===== src/rtl/ttl269_sequencer_pkg.sv =====
// ttl269_sequencer_pkg
//   Shared definitions for the MC74F269 interval sequencer:
//   controller state encoding and active-low control levels.
package ttl269_sequencer_pkg;

  typedef enum logic [1:0] {
    ST_IDLE = 2'd0,
    ST_LOAD = 2'd1,
    ST_RUN  = 2'd2,
    ST_DONE = 2'd3
  } state_t;

  // Levels for the counter's active-low PE_n / CEP_n / CET_n pins
  localparam logic ASSERT_N   = 1'b0;
  localparam logic DEASSERT_N = 1'b1;

endpackage


===== src/rtl/ttl269_sequencer_if.sv =====
// ttl269_sequencer_if
//   Command channel into the sequencer (valid/ready handshake).
//   cmd_valid  : command offered (master -> slave)
//   cmd_ready  : sequencer can accept (slave -> master)
//   cmd_value  : value loaded into the counter
//   cmd_up     : 1 = count up, 0 = count down
//   cmd_reload : 1 = auto-reload, 0 = one-shot
interface ttl269_sequencer_if #(
  parameter int DATA_WIDTH = 8
);
  logic                  cmd_valid;
  logic                  cmd_ready;
  logic [DATA_WIDTH-1:0] cmd_value;
  logic                  cmd_up;
  logic                  cmd_reload;

  modport master (output cmd_valid, cmd_value, cmd_up, cmd_reload, input cmd_ready);
  modport slave  (input cmd_valid, cmd_value, cmd_up, cmd_reload, output cmd_ready);
endinterface


===== src/rtl/ttl269_sequencer_sat_counter.sv =====
// ttl269_sequencer_sat_counter
//   CNT_W-bit counter with synchronous clear that sticks at all-ones.
//   i_clk  : clock
//   i_rst  : synchronous reset, active-high
//   i_clr  : synchronous clear
//   i_inc  : increment request
//   o_cnt  : current count
module ttl269_sequencer_sat_counter #(
  parameter int CNT_W = 16
) (
  input  logic             i_clk,
  input  logic             i_rst,
  input  logic             i_clr,
  input  logic             i_inc,
  output logic [CNT_W-1:0] o_cnt
);
  logic [CNT_W-1:0] r_cnt;

  always_ff @(posedge i_clk) begin
    if (i_rst || i_clr)
      r_cnt <= '0;
    else if (i_inc && (r_cnt != {CNT_W{1'b1}}))
      r_cnt <= r_cnt + 1'b1;
  end

  assign o_cnt = r_cnt;
endmodule


===== src/rtl/ttl269_sequencer.sv =====
// ttl269_sequencer
//   Command-driven controller for one external MC74F269-style 8-bit
//   up/down counter. Accepts a command, loads the counter, runs it to
//   terminal count, then stops (one-shot) or reloads (auto-reload).
//   i_clk, i_rst      : clock, synchronous active-high reset
//   i_cmd             : command channel (slave modport)
//   i_pause, i_abort  : hold counting / stop current operation
//   o_ctr_pe_n/u_d/cep_n/cet_n/p : drive the counter
//   i_ctr_tc          : counter terminal count (combinational in the part)
//   o_busy            : not idle
//   o_tick            : one pulse per consumed terminal count
//   o_done            : one pulse at one-shot completion
//   o_tick_cnt        : saturating ticks since last accepted command
module ttl269_sequencer
  import ttl269_sequencer_pkg::*;
#(
  parameter int DATA_WIDTH = 8,
  parameter int CNT_W      = 16
) (
  input  logic                  i_clk,
  input  logic                  i_rst,
  ttl269_sequencer_if.slave     i_cmd,
  input  logic                  i_pause,
  input  logic                  i_abort,
  output logic                  o_ctr_pe_n,
  output logic                  o_ctr_u_d,
  output logic                  o_ctr_cep_n,
  output logic                  o_ctr_cet_n,
  output logic [DATA_WIDTH-1:0] o_ctr_p,
  input  logic                  i_ctr_tc,
  output logic                  o_busy,
  output logic                  o_tick,
  output logic                  o_done,
  output logic [CNT_W-1:0]      o_tick_cnt
);
  state_t                r_state, w_next;
  logic [DATA_WIDTH-1:0] r_p;
  logic                  r_u_d;
  logic                  r_reload;

  logic w_accept, w_stop, w_term;
  logic w_pe_n, w_en_n, w_tick, w_done;

  assign w_accept = i_cmd.cmd_valid && (r_state == ST_IDLE) && !i_rst;
  // Reset acts like abort on the current cycle's decoded outputs.
  assign w_stop   = i_rst || i_abort;
  // TC is only meaningful while running; the counter itself is never reset.
  assign w_term   = (r_state == ST_RUN) && i_ctr_tc && !i_pause && !w_stop;

  always_comb begin
    w_next = r_state;
    w_pe_n = DEASSERT_N;
    w_en_n = DEASSERT_N;
    w_tick = 1'b0;
    w_done = 1'b0;
    case (r_state)
      ST_IDLE: if (w_accept) w_next = ST_LOAD;
      ST_LOAD: begin
        w_pe_n = ASSERT_N;
        w_next = ST_RUN;
      end
      ST_RUN: begin
        w_en_n = i_pause ? DEASSERT_N : ASSERT_N;
        if (w_term) begin
          w_tick = 1'b1;
          if (r_reload) begin
            // Synchronous load overrides count in the part.
            w_pe_n = ASSERT_N;
          end else begin
            // Freeze on the terminal value.
            w_en_n = DEASSERT_N;
            w_next = ST_DONE;
          end
        end
      end
      ST_DONE: begin
        w_done = 1'b1;
        w_next = ST_IDLE;
      end
      default: w_next = ST_IDLE;
    endcase
    if (w_stop && (r_state != ST_IDLE)) begin
      w_next = ST_IDLE;
      w_pe_n = DEASSERT_N;
      w_en_n = DEASSERT_N;
      w_tick = 1'b0;
      w_done = 1'b0;
    end
  end

  always_ff @(posedge i_clk) begin
    if (i_rst) begin
      r_state  <= ST_IDLE;
      r_p      <= '0;
      r_u_d    <= 1'b1;
      r_reload <= 1'b0;
    end else begin
      r_state <= w_next;
      if (w_accept) begin
        r_p      <= i_cmd.cmd_value;
        r_u_d    <= i_cmd.cmd_up;
        r_reload <= i_cmd.cmd_reload;
      end
    end
  end

  ttl269_sequencer_sat_counter #(.CNT_W(CNT_W)) u_tick_cnt (
    .i_clk (i_clk),
    .i_rst (i_rst),
    .i_clr (w_accept),
    .i_inc (w_tick),
    .o_cnt (o_tick_cnt)
  );

  assign i_cmd.cmd_ready = (r_state == ST_IDLE) && !i_rst;
  assign o_ctr_pe_n      = w_pe_n;
  assign o_ctr_cep_n     = w_en_n;
  assign o_ctr_cet_n     = w_en_n;
  assign o_ctr_p         = r_p;
  assign o_ctr_u_d       = r_u_d;
  assign o_busy          = (r_state != ST_IDLE);
  assign o_tick          = w_tick;
  assign o_done          = w_done;
endmodule


===== src/flat_wrapper.sv =====
// flat-port wrapper written by rule: the top's interface ports become plain ports
module ttl269_sequencer_flat import ttl269_sequencer_pkg::*;
#(
  parameter int DATA_WIDTH = 8,
  parameter int CNT_W      = 16
)
  (i_clk, i_rst, i_pause, i_abort, o_ctr_pe_n, o_ctr_u_d, o_ctr_cep_n, o_ctr_cet_n, o_ctr_p, i_ctr_tc, o_busy, o_tick, o_done, o_tick_cnt, i_cmd_cmd_valid, i_cmd_cmd_value, i_cmd_cmd_up, i_cmd_cmd_reload, i_cmd_cmd_ready);
  ttl269_sequencer_if #(.DATA_WIDTH(DATA_WIDTH)) i_cmd_i ();
  input  logic i_clk;
  input  logic i_rst;
  input  logic i_pause;
  input  logic i_abort;
  output logic o_ctr_pe_n;
  output logic o_ctr_u_d;
  output logic o_ctr_cep_n;
  output logic o_ctr_cet_n;
  output logic [DATA_WIDTH-1:0] o_ctr_p;
  input  logic i_ctr_tc;
  output logic o_busy;
  output logic o_tick;
  output logic o_done;
  output logic [CNT_W-1:0] o_tick_cnt;
  input wire logic [$bits(i_cmd_i.cmd_valid)-1:0] i_cmd_cmd_valid;
  input wire logic [$bits(i_cmd_i.cmd_value)-1:0] i_cmd_cmd_value;
  input wire logic [$bits(i_cmd_i.cmd_up)-1:0] i_cmd_cmd_up;
  input wire logic [$bits(i_cmd_i.cmd_reload)-1:0] i_cmd_cmd_reload;
  output wire logic [$bits(i_cmd_i.cmd_ready)-1:0] i_cmd_cmd_ready;
  assign i_cmd_i.cmd_valid = i_cmd_cmd_valid;
  assign i_cmd_i.cmd_value = i_cmd_cmd_value;
  assign i_cmd_i.cmd_up = i_cmd_cmd_up;
  assign i_cmd_i.cmd_reload = i_cmd_cmd_reload;
  assign i_cmd_cmd_ready = i_cmd_i.cmd_ready;
  ttl269_sequencer #(.DATA_WIDTH(DATA_WIDTH), .CNT_W(CNT_W)) u_core (.i_clk(i_clk), .i_rst(i_rst), .i_cmd(i_cmd_i), .i_pause(i_pause), .i_abort(i_abort), .o_ctr_pe_n(o_ctr_pe_n), .o_ctr_u_d(o_ctr_u_d), .o_ctr_cep_n(o_ctr_cep_n), .o_ctr_cet_n(o_ctr_cet_n), .o_ctr_p(o_ctr_p), .i_ctr_tc(i_ctr_tc), .o_busy(o_busy), .o_tick(o_tick), .o_done(o_done), .o_tick_cnt(o_tick_cnt));
endmodule

===== config.mk =====
export PLATFORM = sky130hd
export DESIGN_NAME = ttl269_sequencer_flat
export DESIGN_NICKNAME = d
export VERILOG_FILES = /design/src/rtl/ttl269_sequencer_pkg.sv /design/src/rtl/ttl269_sequencer_if.sv /design/src/rtl/ttl269_sequencer_sat_counter.sv /design/src/rtl/ttl269_sequencer.sv /design/src/flat_wrapper.sv
export SDC_FILE = /design/constraint.sdc
export NUM_CORES = 1
export LEC_CHECK = 0
export CAP_MARGIN = 20
export CORE_MARGIN = 8
export CORE_UTILIZATION = 45
export CTS_CLUSTER_DIAMETER = 60
export DETAILED_ROUTE_END_ITERATION = 8
export GPL_ROUTABILITY_DRIVEN = 1
export PLACE_DENSITY = 0.78
export SKIP_LAST_GASP = 1
export SLEW_MARGIN = 20
export SYNTH_ARGS = -nofsm -noshare
export SYNTH_HDL_FRONTEND = slang
export SYNTH_SLANG_ARGS = --single-unit

===== constraint.sdc =====
create_clock -name i_clk -period 2.4 [get_ports i_clk]
set_input_delay 0.48 -clock i_clk [delete_from_list [all_inputs] [get_ports i_clk]]
set_output_delay 0.48 -clock i_clk [all_outputs]
set_load 0.03 [all_outputs]

==> metrics.txt <==
# TYPE chip_impl_metric gauge
chip_impl_info{name="run_status",value="completed"} 1
chip_impl_metric{name="synth.yosys.seq_area_share",unit="%"} 38.1
chip_impl_metric{name="die_x",unit="um"} 73.2
chip_impl_metric{name="drive_above_1_share",unit="%"} 14.7
chip_impl_metric{name="timing.reg2reg.setup_slack",unit="ns"} 0.48
chip_impl_metric{name="grt.overflow.total",unit=""} 0
chip_impl_metric{name="synth-async-reset-ratio",unit="%"} 0
chip_impl_info{name="worst_path_max_delay_cell",value="or3b_2"} 1
chip_impl_metric{name="layout.cells.non_filler",unit=""} 275
chip_impl_info{name="hold_path.class",value="reg -> reg"} 1
chip_impl_metric{name="number_of_global_route_vias_before_repair",unit=""} 1449
chip_impl_metric{name="worstSkewPairLatency",unit="ns"} 0.33
chip_impl_metric{name="clk_path_buf_depth",unit=""} 2
chip_impl_metric{name="ff2ff_path_depth",unit=""} 7
chip_impl_metric{name="timing.slew.headroom",unit="%"} 76.1
chip_impl_metric{name="timing.final.crit_period",unit="ns"} 2.33
chip_impl_metric{name="design.portCount",unit=""} 48
chip_impl_metric{name="syn-mean-instance-area",unit="um2"} 8.22
chip_impl_metric{name="area_growth",unit="%"} 40.3
chip_impl_info{name="crit_start",value="i_abort"} 1
chip_impl_metric{name="tritoncts.num_buffers",unit=""} 3
chip_impl_metric{name="fmax",unit="MHz"} 429
chip_impl_info{name="critPathLaunchType",value="input port"} 1
chip_impl_metric{name="cpPeakStageDelay",unit="ns"} 0.49
chip_impl_metric{name="cap_violations",unit=""} 0
chip_impl_metric{name="placed_cell_area",unit="mm2"} 0.00202
chip_impl_metric{name="tritoncts_num_sinks",unit=""} 28
chip_impl_metric{name="grt_first_pass_wirelength",unit="um"} 6710
chip_impl_metric{name="core_area",unit="mm2"} 0.00308
chip_impl_metric{name="die_ht",unit="um"} 73.2
chip_impl_metric{name="dieArea",unit="mm2"} 0.00536
chip_impl_metric{name="htree_num_levels",unit=""} 1
chip_impl_metric{name="worst_clock_skew",unit="ns"} 0.00395
chip_impl_metric{name="postLayoutCoreUtil",unit="%"} 67.1
chip_impl_metric{name="insertedDiodeCount",unit=""} 0
chip_impl_info{name="worst_setup_path_end_kind",value="output pin"} 1
chip_impl_metric{name="grtUsageTotal",unit="%"} 15.6
chip_impl_metric{name="average_vias_per_placed_instance",unit=""} 5.45
chip_impl_info{name="path_class",value="in -> out"} 1
chip_impl_metric{name="initial_core_utilization",unit="%"} 47.8
chip_impl_metric{name="routedWlPerCell",unit="um"} 15.0
chip_impl_info{name="unrepaired_setup_endpoints_after_global_routing",value="no"} 1
chip_impl_metric{name="worstPathRequired",unit="ns"} 1.92
chip_impl_metric{name="grt_antenna_before_repair",unit=""} 0
chip_impl_metric{name="overall_power",unit="mW"} 1.46
chip_impl_metric{name="synth_edf_count",unit=""} 0
chip_impl_metric{name="post-route-period-util",unit="%"} 97.1
chip_impl_metric{name="synthesis.area",unit="mm2"} 0.00147
chip_impl_metric{name="placedCellCount",unit=""} 271
chip_impl_metric{name="total_leakage_power",unit="nW"} 0.798
chip_impl_metric{name="power.density",unit="mW/mm2"} 706
chip_impl_metric{name="clkTransAtPathRegs",unit="ns"} 0.15
chip_impl_metric{name="finalHoldViolations",unit=""} 0
chip_impl_info{name="dominantRegCellSynth",value="dfxtp_1"} 1
chip_impl_metric{name="timing.critical_path.fanout_max",unit=""} 4
chip_impl_metric{name="synthDistinctLibCells",unit=""} 42
chip_impl_metric{name="nets",unit=""} 254
chip_impl_metric{name="hpwlAfterDp",unit="um"} 3210
chip_impl_info{name="worstReg2RegStart",value="u_core.r_state[0]$_SDFFE_PP0P_"} 1
chip_impl_metric{name="buffer_ports.inserted",unit=""} 47
chip_impl_metric{name="postSynthCellCount",unit=""} 179
chip_impl_metric{name="gp_congestion",unit=""} 0.879
chip_impl_metric{name="route.antenna.remaining_nets",unit=""} 0
chip_impl_metric{name="drcViolationCount",unit=""} 0
chip_impl_metric{name="ir_drop_worst_vdd",unit="uV"} 468
chip_impl_metric{name="timing_worst_slew_pin_value",unit="ns"} 0.359
chip_impl_info{name="root_buffer",value="clkbuf_4"} 1
chip_impl_metric{name="dr.first_iter.drc_count",unit=""} 77
chip_impl_info{name="crit_path_cell_trace",value="clkdlybuf4s50_1 -> or3b_2 -> o221ai_2 -> buf_4"} 1
chip_impl_info{name="tritoncts_clock_tree",value="built"} 1
chip_impl_metric{name="vias",unit=""} 1499
chip_impl_metric{name="setup_violation_total_in_the_final_timing_report",unit=""} 0
chip_impl_metric{name="synth_seq_cells",unit=""} 28
chip_impl_metric{name="yosys_warnings",unit=""} 0
chip_impl_metric{name="grt_start_max_net_pins",unit=""} 16
chip_impl_metric{name="summed_negative_setup_slack_over_all_endpoints",unit="ns"} 0
chip_impl_metric{name="drt-total-wl",unit="um"} 4130
chip_impl_metric{name="post-cts-setup-buffer-count",unit=""} 0
chip_impl_metric{name="synth_fp_nets",unit=""} 201
chip_impl_metric{name="finalMaxSlewViolations",unit=""} 0
chip_impl_info{name="critical_path.endpoint",value="o_ctr_cep_n"} 1
chip_impl_metric{name="finish.instance_area",unit="mm2"} 0.00206
chip_impl_metric{name="num_rows",unit=""} 20
chip_impl_metric{name="worstPathArrival",unit="ns"} 1.85
chip_impl_metric{name="drt_pass1_iterations",unit=""} 4
chip_impl_info{name="worstReg2RegEnd",value="u_core.u_tick_cnt.o_cnt[8]$_SDFFE_PP0P_"} 1
-- per-stage QoR --
stage,hold WS (ns),setup WS [ns]
detailed placement,0.453,0.0731
CTS,0.474,0.0136
floorplan,0.472,0.0495
global placement,0.442,0.0999
finish,0.474,0.0697
global route,0.495,0.0223
-- kinds of logic after synthesis --
family                   synth area share, %
flip-flops                              38.1
multiplexers                            3.40
adder cells (fa/ha/maj)                 5.10
AND/OR/NAND/NOR                         30.4
AO/OA/AOI/OAI                           18.1
buffers and inverters                   4.85
-- final cells by class --
cell class,instances,area [um2]
timing repair buffer,58,541
fill,266,1010
clock buffer,4,36.3
tap,44,55.1
inverter,6,22.5
multi-input combinational,135,848
sequential,28,562
-- timing repair --
action | CTS | global route
setup endpoints to repair | 0 | 2
resized for setup | 0 | 3
hold buffers | 0 | 0
-- synth_stat cells (all sizes together) (4+ instances only) --
master	count	area (um2)
o21ai	7	35.0
a21oi	18	90.1
nor2	6	22.5
inv	6	22.5
nand3	7	35.0
or3	4	26.3
clkbuf	8	30.0
and4	5	47.6
nand2b	5	31.3
mux2i	5	50.1
dfxtp	28	561
ha	6	75.1
nand4	7	50.1
o31ai	4	30.0
nand2	33	124
-- routing by layer --
| metal | share of wire [%] | wire, um | vias up | GRT usage, % |
|---|---|---|---|---|
| met4 | 0.97 | 40 | 0 | 4.44 |
| met1 | 43 | 1760 | 703 | 16.9 |
| met5 | 0 | 0 | - | 0 |
| li1 | - | - | 754 | - |
| met3 | 4.8 | 197 | 4 | 3.85 |
| met2 | 52 | 2130 | 38 | 28.8 |
-- layout by cell type, fill, tap and decap left out, types with 2 or more instances in the layout --
cell type,instances
o21ai_0,7
and4_1,3
nand4_1,6
or4_1,2
buf_4,17
nand2_1,33
inv_1,6
o31ai_1,4
mux2i_1,5
nor2b_1,2
nor2_1,6
a21oi_1,18
or3_1,3
a31oi_1,3
and3_1,2
nand2b_1,5
clkbuf_4,3
nor3_1,2
clkdlybuf4s50_1,40
ha_1,5
dfxtp_1,27
nand3_1,7
a41o_2,2
-- power breakdown --
| part | total [mW] | switching [mW] | internal (mW) |
|---|---|---|---|
| Clock | 0.236 | 0.143 | 0.0930 |
| Sequential | 0.555 | 0.0402 | 0.515 |
| Combinational | 0.665 | 0.401 | 0.265 |
| Total | 1.46 | 0.584 | 0.873 |
-- registers in the layout, indices dropped and copies added, names as in the netlist --
signal / cells
u_core.u_tick_cnt.o_cnt: 16
u_core.r_state: 2
u_core.r_reload: 1
u_core.o_ctr_u_d: 1
u_core.o_ctr_p: 8
-- how the worst min path moves through the flow --
stage	end	slack, ns	depth (start not counted)	start
6_report	u_core.o_ctr_p[1]$_SDFFE_PP0P_	0.47	2	u_core.o_ctr_p[1]$_SDFFE_PP0P_
5_1_grt	u_core.o_ctr_p[2]$_SDFFE_PP0P_	0.50	2	u_core.o_ctr_p[2]$_SDFFE_PP0P_
4_1_cts	u_core.o_ctr_p[5]$_SDFFE_PP0P_	0.47	2	u_core.o_ctr_p[5]$_SDFFE_PP0P_
3_5_place_dp	u_core.o_ctr_p[2]$_SDFFE_PP0P_	0.45	2	u_core.o_ctr_p[2]$_SDFFE_PP0P_
3_3_place_gp	u_core.o_ctr_p[1]$_SDFFE_PP0P_	0.44	2	u_core.o_ctr_p[1]$_SDFFE_PP0P_
2_1_floorplan	u_core.r_reload$_SDFFE_PP0P_	0.47	2	u_core.r_reload$_SDFFE_PP0P_
-- critical path, delay by kind of cell --
| kind | cells | cell delay, ns |
|---|---|---|
| AND/OR/NAND/NOR | 1 | 0.49 |
| buffers and inverters | 2 | 0.67 |
| AO/OA/AOI/OAI | 1 | 0.21 |
Power figures use the tool's default switching activity.
